--- src/rtl/msf_frame_decoder.sv ---
`timescale 1ns/1ps
`default_nettype none
// +--------------------------------------------------------------------------+
// | msf_frame_decoder: assembles MSF A/B bits, validates at marker, loads    |
// | BCD hh:mm:00 into the digit chain.                        Revision: 1.0  |
// +--------------------------------------------------------------------------+
module msf_frame_decoder (
  input  logic       clk_i,
  input  logic       rst_ni,
  input  logic       minute_i,
  input  logic       bit_valid_i,
  input  logic       bit_a_i,
  input  logic       bit_b_i,
  output logic       load_o,
  output logic [1:0] hour_h_o,
  output logic [3:0] hour_l_o,
  output logic [2:0] minute_h_o,
  output logic [3:0] minute_l_o,
  output logic [2:0] second_h_o,
  output logic [3:0] second_l_o,
  output logic       locked_o,
  output logic       frame_err_o
);

  localparam logic [5:0] C_SEC_IDLE  = 6'd0;
  localparam logic [5:0] C_SEC_FIRST = 6'd1;
  localparam logic [5:0] C_SEC_FULL  = 6'd60;
  localparam logic [5:0] C_SEC_B57   = 6'd57;
  localparam int         C_A_BASE    = 39;
  localparam int         C_A_BITS    = 21;
  localparam logic [7:0] C_MARKER    = 8'b0111_1110;

  logic [5:0]          sec_q, sec_d;
  logic [C_A_BITS-1:0] a_q, a_d;
  logic                b57_q, b57_d;
  logic                load_q, load_d;
  logic                err_q, err_d;
  logic                locked_q, locked_d;
  logic [1:0]          hour_h_q, hour_h_d;
  logic [3:0]          hour_l_q, hour_l_d;
  logic [2:0]          min_h_q, min_h_d;
  logic [3:0]          min_l_q, min_l_d;

  // a_q[i] holds A bit of second 39+i, so A39 is the MSB of the hour tens.
  logic [1:0] w_ht;
  logic [3:0] w_hu;
  logic [2:0] w_mt;
  logic [3:0] w_mu;
  logic       w_hour_ok;
  logic       w_min_ok;
  logic       w_marker_ok;
  logic       w_parity_ok;
  logic       w_frame_ok;

  assign w_ht        = {a_q[0], a_q[1]};
  assign w_hu        = {a_q[2], a_q[3], a_q[4], a_q[5]};
  assign w_mt        = {a_q[6], a_q[7], a_q[8]};
  assign w_mu        = {a_q[9], a_q[10], a_q[11], a_q[12]};
  assign w_hour_ok   = (w_ht <= 2'd2) && (w_hu <= 4'd9) && !((w_ht == 2'd2) && (w_hu > 4'd3));
  assign w_min_ok    = (w_mt <= 3'd5) && (w_mu <= 4'd9);
  assign w_marker_ok = (a_q[20:13] == C_MARKER);
  assign w_parity_ok = ^{a_q[12:0], b57_q};
  assign w_frame_ok  = (sec_q == C_SEC_FULL) && w_marker_ok && w_parity_ok && w_hour_ok && w_min_ok;

  always_comb begin
    sec_d    = sec_q;
    a_d      = a_q;
    b57_d    = b57_q;
    load_d   = 1'b0;
    err_d    = 1'b0;
    locked_d = locked_q;
    hour_h_d = hour_h_q;
    hour_l_d = hour_l_q;
    min_h_d  = min_h_q;
    min_l_d  = min_l_q;

    // A marker always wins over a coincident data bit.
    if (minute_i) begin
      sec_d = C_SEC_FIRST;
      if (sec_q != C_SEC_IDLE) begin
        if (w_frame_ok) begin
          load_d   = 1'b1;
          locked_d = 1'b1;
          hour_h_d = w_ht;
          hour_l_d = w_hu;
          min_h_d  = w_mt;
          min_l_d  = w_mu;
        end else begin
          err_d    = 1'b1;
          locked_d = 1'b0;
        end
      end
    end else if (bit_valid_i && (sec_q != C_SEC_IDLE)) begin
      if (sec_q == C_SEC_FULL) begin
        err_d    = 1'b1;
        locked_d = 1'b0;
        sec_d    = C_SEC_IDLE;
      end else begin
        for (int i = 0; i < C_A_BITS; i++) begin
          if (sec_q == 6'(C_A_BASE + i)) begin
            a_d[i] = bit_a_i;
          end
        end
        if (sec_q == C_SEC_B57) begin
          b57_d = bit_b_i;
        end
        sec_d = sec_q + 6'd1;
      end
    end
  end

  always_ff @(posedge clk_i or negedge rst_ni) begin
    if (!rst_ni) begin
      sec_q    <= C_SEC_IDLE;
      a_q      <= '0;
      b57_q    <= 1'b0;
      load_q   <= 1'b0;
      err_q    <= 1'b0;
      locked_q <= 1'b0;
      hour_h_q <= '0;
      hour_l_q <= '0;
      min_h_q  <= '0;
      min_l_q  <= '0;
    end else begin
      sec_q    <= sec_d;
      a_q      <= a_d;
      b57_q    <= b57_d;
      load_q   <= load_d;
      err_q    <= err_d;
      locked_q <= locked_d;
      hour_h_q <= hour_h_d;
      hour_l_q <= hour_l_d;
      min_h_q  <= min_h_d;
      min_l_q  <= min_l_d;
    end
  end

  assign load_o      = load_q;
  assign frame_err_o = err_q;
  assign locked_o    = locked_q;
  assign hour_h_o    = hour_h_q;
  assign hour_l_o    = hour_l_q;
  assign minute_h_o  = min_h_q;
  assign minute_l_o  = min_l_q;
  assign second_h_o  = 3'd0;
  assign second_l_o  = 4'd0;

endmodule
`default_nettype wire
--- config.mk ---
export PLATFORM = sky130hd
export DESIGN_NAME = msf_frame_decoder
export DESIGN_NICKNAME = d
export VERILOG_FILES = /design/src/rtl/msf_frame_decoder.sv
export SDC_FILE = /design/constraint.sdc
export NUM_CORES = 1
export LEC_CHECK = 0
export BUFFER_PORTS_ARGS = -buffer_cell sky130_fd_sc_hd__buf_4
export CAP_MARGIN = 20
export CORE_ASPECT_RATIO = 1.25
export CORE_MARGIN = 2
export CORE_UTILIZATION = 60
export CTS_BUF_LIST = sky130_fd_sc_hd__clkbuf_8
export DETAILED_ROUTE_END_ITERATION = 8
export HOLD_SLACK_MARGIN = 0.05
export PLACE_DENSITY = 0.82
export SYNTH_ARGS = -nofsm -noshare
export SYNTH_HDL_FRONTEND = slang
export SYNTH_SLANG_ARGS = --single-unit
--- constraint.sdc ---
create_clock -name clk_i -period 2.95 [get_ports clk_i]
set_input_delay 0.1475 -clock clk_i [delete_from_list [all_inputs] [get_ports clk_i]]
set_output_delay 0.1475 -clock clk_i [all_outputs]
set_load 0.03 [all_outputs]
==> qor.csv <==
stage;metric;value;unit
status;outcome;finished, final reports clean;
critical_path;Setup crit end kind;flop;
power;Cell Int Power;793;uW
power;Total Power;1.05;mW
critical_path;RR Endpoint;minute_h_o[2];
global_route;vias in the first global route;1469;
global_route;gr usage total;0.213;
finish;number of diodes;0;
yosys;simple logic cell fraction of the synthesized area;0.124;
global_route;GR Overflow Total;0;
finish;cell area after layout;0.00250;mm^2
clocking;H-Tree Depth;2;
drt;Pre-antenna DRT Iters;4;
worst_hold_path;Hold Startpoint;minute_i;
yosys;synth unique cells;37;
yosys;Seq/Total Area, Yosys;0.484;
sta;Final Hold Viols;0;
power;Power Density;420;mW/mm^2
yosys;Synth Warn #;0;
finish;share of post-route cells with drive strength above 1;0.302;
sta;PnR worst setup slack;0.454;ns
power;worst vdd ir;0.000316;V
clocking;Max Root-Sink Buffers;2;
drt;Iteration-0 DRC Markers;41;
global_route;pin count of the biggest net entering global routing;45;
drt;Remaining DRCs;0;
sta;max-slew violation count;0;
critical_path;internal reg-to-reg setup slack;0.45;ns
power;Sw Ratio;0.246;
yosys;largest family of logic cells by synthesized area;multiplexers;
global_route;initial antenna violation count;0;
global_route;gr busiest metal;met2;
yosys;flops & latches, synth;44;
yosys;Compound-Gate Fraction of Synth Area;0.0484;
critical_path;CP Max Fanout;14;
clocking;clk_lat worst skew;0.30;ns
drt;Via-to-Cell Ratio;5.66;
finish;Nets;230;
clocking;CTS root buf;clkbuf_8;
die;die area;0.00430;mm^2
drt;Final ANT Viol Nets;0;
placed_design;dpl hpwl;2930;um
power;combinational power share;0.083;
yosys;XOR/XNOR Fraction of Synth Area;0.0523;
critical_path;Setup CP Type;reg2reg;
power;Flop pwr share;0.589;
die;Core Region;0.00372;mm^2
global_route;met3 track demand over resource;0.0496;
die;Die W;59.1;um
power;Clk network pwr share;0.328;
worst_hold_path;hold worst-path end;sec_q[1];
finish;Layout Area Growth over Synthesis;10.1;%
yosys;mean post-synth cell area;11.8;um^2
placed_design;routability cong.;0.830;
critical_path;Startpoint Class;flop;
placed_design;buffers added on ports;21;
drt;final wirelength;4110;um
sta;final setup fails;0;
critical_path;Data required, critical path;3.13;ns
sta;achievable clock frequency;0.401;GHz
power;leakage power;1.22;nW
worst_hold_path;hold path depth;2;
clocking;clock slew at reported path FFs;0.07;ns
drt;Routed WL per cell;16.1;um
clocking;CTS tree;built;
global_route;met1 global-route usage;0.254;
placed_design;placed instance area;0.00242;mm^2
power;sw power;259;uW
die;site row count;25;
clocking;Post-CTS Setup Inserts;0;
die;Initial Utilization;0.611;
global_route;first-pass GRT wire length;6740;um
die;Die Y;72.8;um
yosys;Synth Area in Adders;0.0495;
sta;Worst Skew;0.00770;ns
sta;RSZ-0062 raised after global routing;false;
sta;Slew headroom;0.635;
sta;final worst path period share;0.846;
critical_path;R2R cell count;8;
finish;final core utilization;0.673;
drt;vias;1443;
critical_path;Worst EP arrival;2.68;ns
sta;Final min period;2.50;ns
sta;Fin Setup TNS;0;ns
clocking;Inserted Clock Buffers;5;
die;Ports;29;
critical_path;reg2reg start;a_q[7];
yosys;Post-Synthesis Cell Area;0.00227;mm^2
yosys;mux contribution to synthesized area;0.186;
worst_hold_path;Hold/Removal Path Class;in2reg;
sta;Slew @ Worst Pin;0.547;ns
job;max cap viols;0;
clocking;clock sink count;44;
global_route;met2 Track Usage GR;0.356;
yosys;Syn Inst Count;193;
placed_design;Placement Setup Slack;0.470;ns
[through the flow]
stage,hold slack [ns],cells
floorplan,-0.148,199
global placement,0.160,247
detailed placement,0.170,247
CTS,0.0717,255
global route,0.0749,255
finish,0.0802,255
[per-layer routing]
layer | wire [um] | share of wire
met1 | 1770 | 0.43
met2 | 2100 | 0.51
met3 | 144 | 0.035
met4 | 96 | 0.023
met5 | 0 | 0
[state kept, by name, indices dropped and copies added (netlist names)]
| register | count |
|---|---|
| frame_err_o | 1 |
| minute_h_o | 3 |
| load_o | 1 |
| sec_q | 6 |
| a_q | 21 |
| hour_h_o | 2 |
| b57_q | 1 |
| hour_l_o | 4 |
| minute_l_o | 4 |
| locked_o | 1 |
[how the worst max path moves through the flow]
stage | to | start | slack, ns
2_1_floorplan | hour_h_o[0] | a_q[9] | 0.59
3_3_place_gp | minute_l_o[2] | a_q[9] | 0.52
3_5_place_dp | minute_h_o[2] | a_q[7] | 0.47
4_1_cts | minute_h_o[2] | a_q[7] | 0.45
5_1_grt | minute_h_o[2] | a_q[10] | 0.32
6_report | minute_h_o[2] | a_q[7] | 0.45
[cell usage in the layout, fill, tap and decap left out, drive strengths merged, types with 2 or more instances in the layout]
master   count
nand4b       2
nor3b        2
o2111ai      2
xnor2       11
clkbuf       5
nand2       27
inv          8
and2         4
mux2        35
dfrtp       44
nor3         3
a21boi       2
o21ai        6
ha           9
nor2b        2
conb         7
buf         22
nor2         6
[worst max-delay path: stages, from the launching register on]
cell and delay [ns]:
dfrtp_1 0.40, inv_1 0.06, ha_1 0.30, xnor2_1 0.17, xnor2_1 0.14, xnor3_1 0.48, nor3_4 0.19, buf_4 0.27
mux2_2 0.37
[cells by family (layout without fill, tap and decap cells)]
group                    after synthesis  count (layout)
AND/OR/NAND/NOR                       55              55
other                                  1               7
flip-flops                            44              44
adder cells (fa/ha/maj)                9               9
buffers and inverters                 21              37
XOR/XNOR                              12              12
multiplexers                          35              35
AO/OA/AOI/OAI                         16              16
[layout make-up]
cell class | count | area (um^2)
timing repair buffer | 23 | 175
sequential | 44 | 1100
tap | 40 | 50.0
clock buffer | 5 | 68.8
inverter | 7 | 26.3
clock inverter | 2 | 8.76
fill | 275 | 1220
multi-input combinational | 134 | 1070
[synthesized netlist by cell type (all sizes together)]
library cell   n  area share
nor2           6      0.0099
a211o          1      0.0039
nor4bb         1      0.0044
and4           1      0.0039
dfrtp         44        0.48
nand3          1      0.0022
nand2         27       0.045
nand2b         1      0.0028
and3           1      0.0028
ha             9       0.050
and2           4       0.011
xnor3          1      0.0099
nor3b          2      0.0066
o21ai          6       0.013
o31a           1      0.0039
clkbuf         6      0.0099
nor3           3       0.012
nand3b         1      0.0033
nor2b          2      0.0055
buf            8       0.032
mux2          35        0.19
o2111ai        2      0.0077
or3            1      0.0028
nand4          1      0.0028
a32oi          1      0.0039
o31ai          1      0.0033
xnor2         11       0.042
a21oi          1      0.0022
conb           1      0.0016
a21boi         2      0.0066
nand4b         2      0.0077
a31o           1      0.0039
nor4           1      0.0028
inv            7       0.012
[timing repair]
action / CTS / global route
hold buffers: 1 / 0
resized for setup: 0 / 0
hold endpoints to repair: 44 / 0
[power by group through the flow]
stage	Combinational (mW)	Sequential, mW	Clock [mW]
3_5_place_dp	0.0866	0.631	0
2_1_floorplan	0.0622	0.629	0
3_3_place_gp	0.0847	0.630	0
6_report	0.0874	0.620	0.345
4_1_cts	0.0881	0.619	0.356
5_1_grt	0.0959	0.621	0.383
Note: power is estimated with default switching activity, not from simulation.
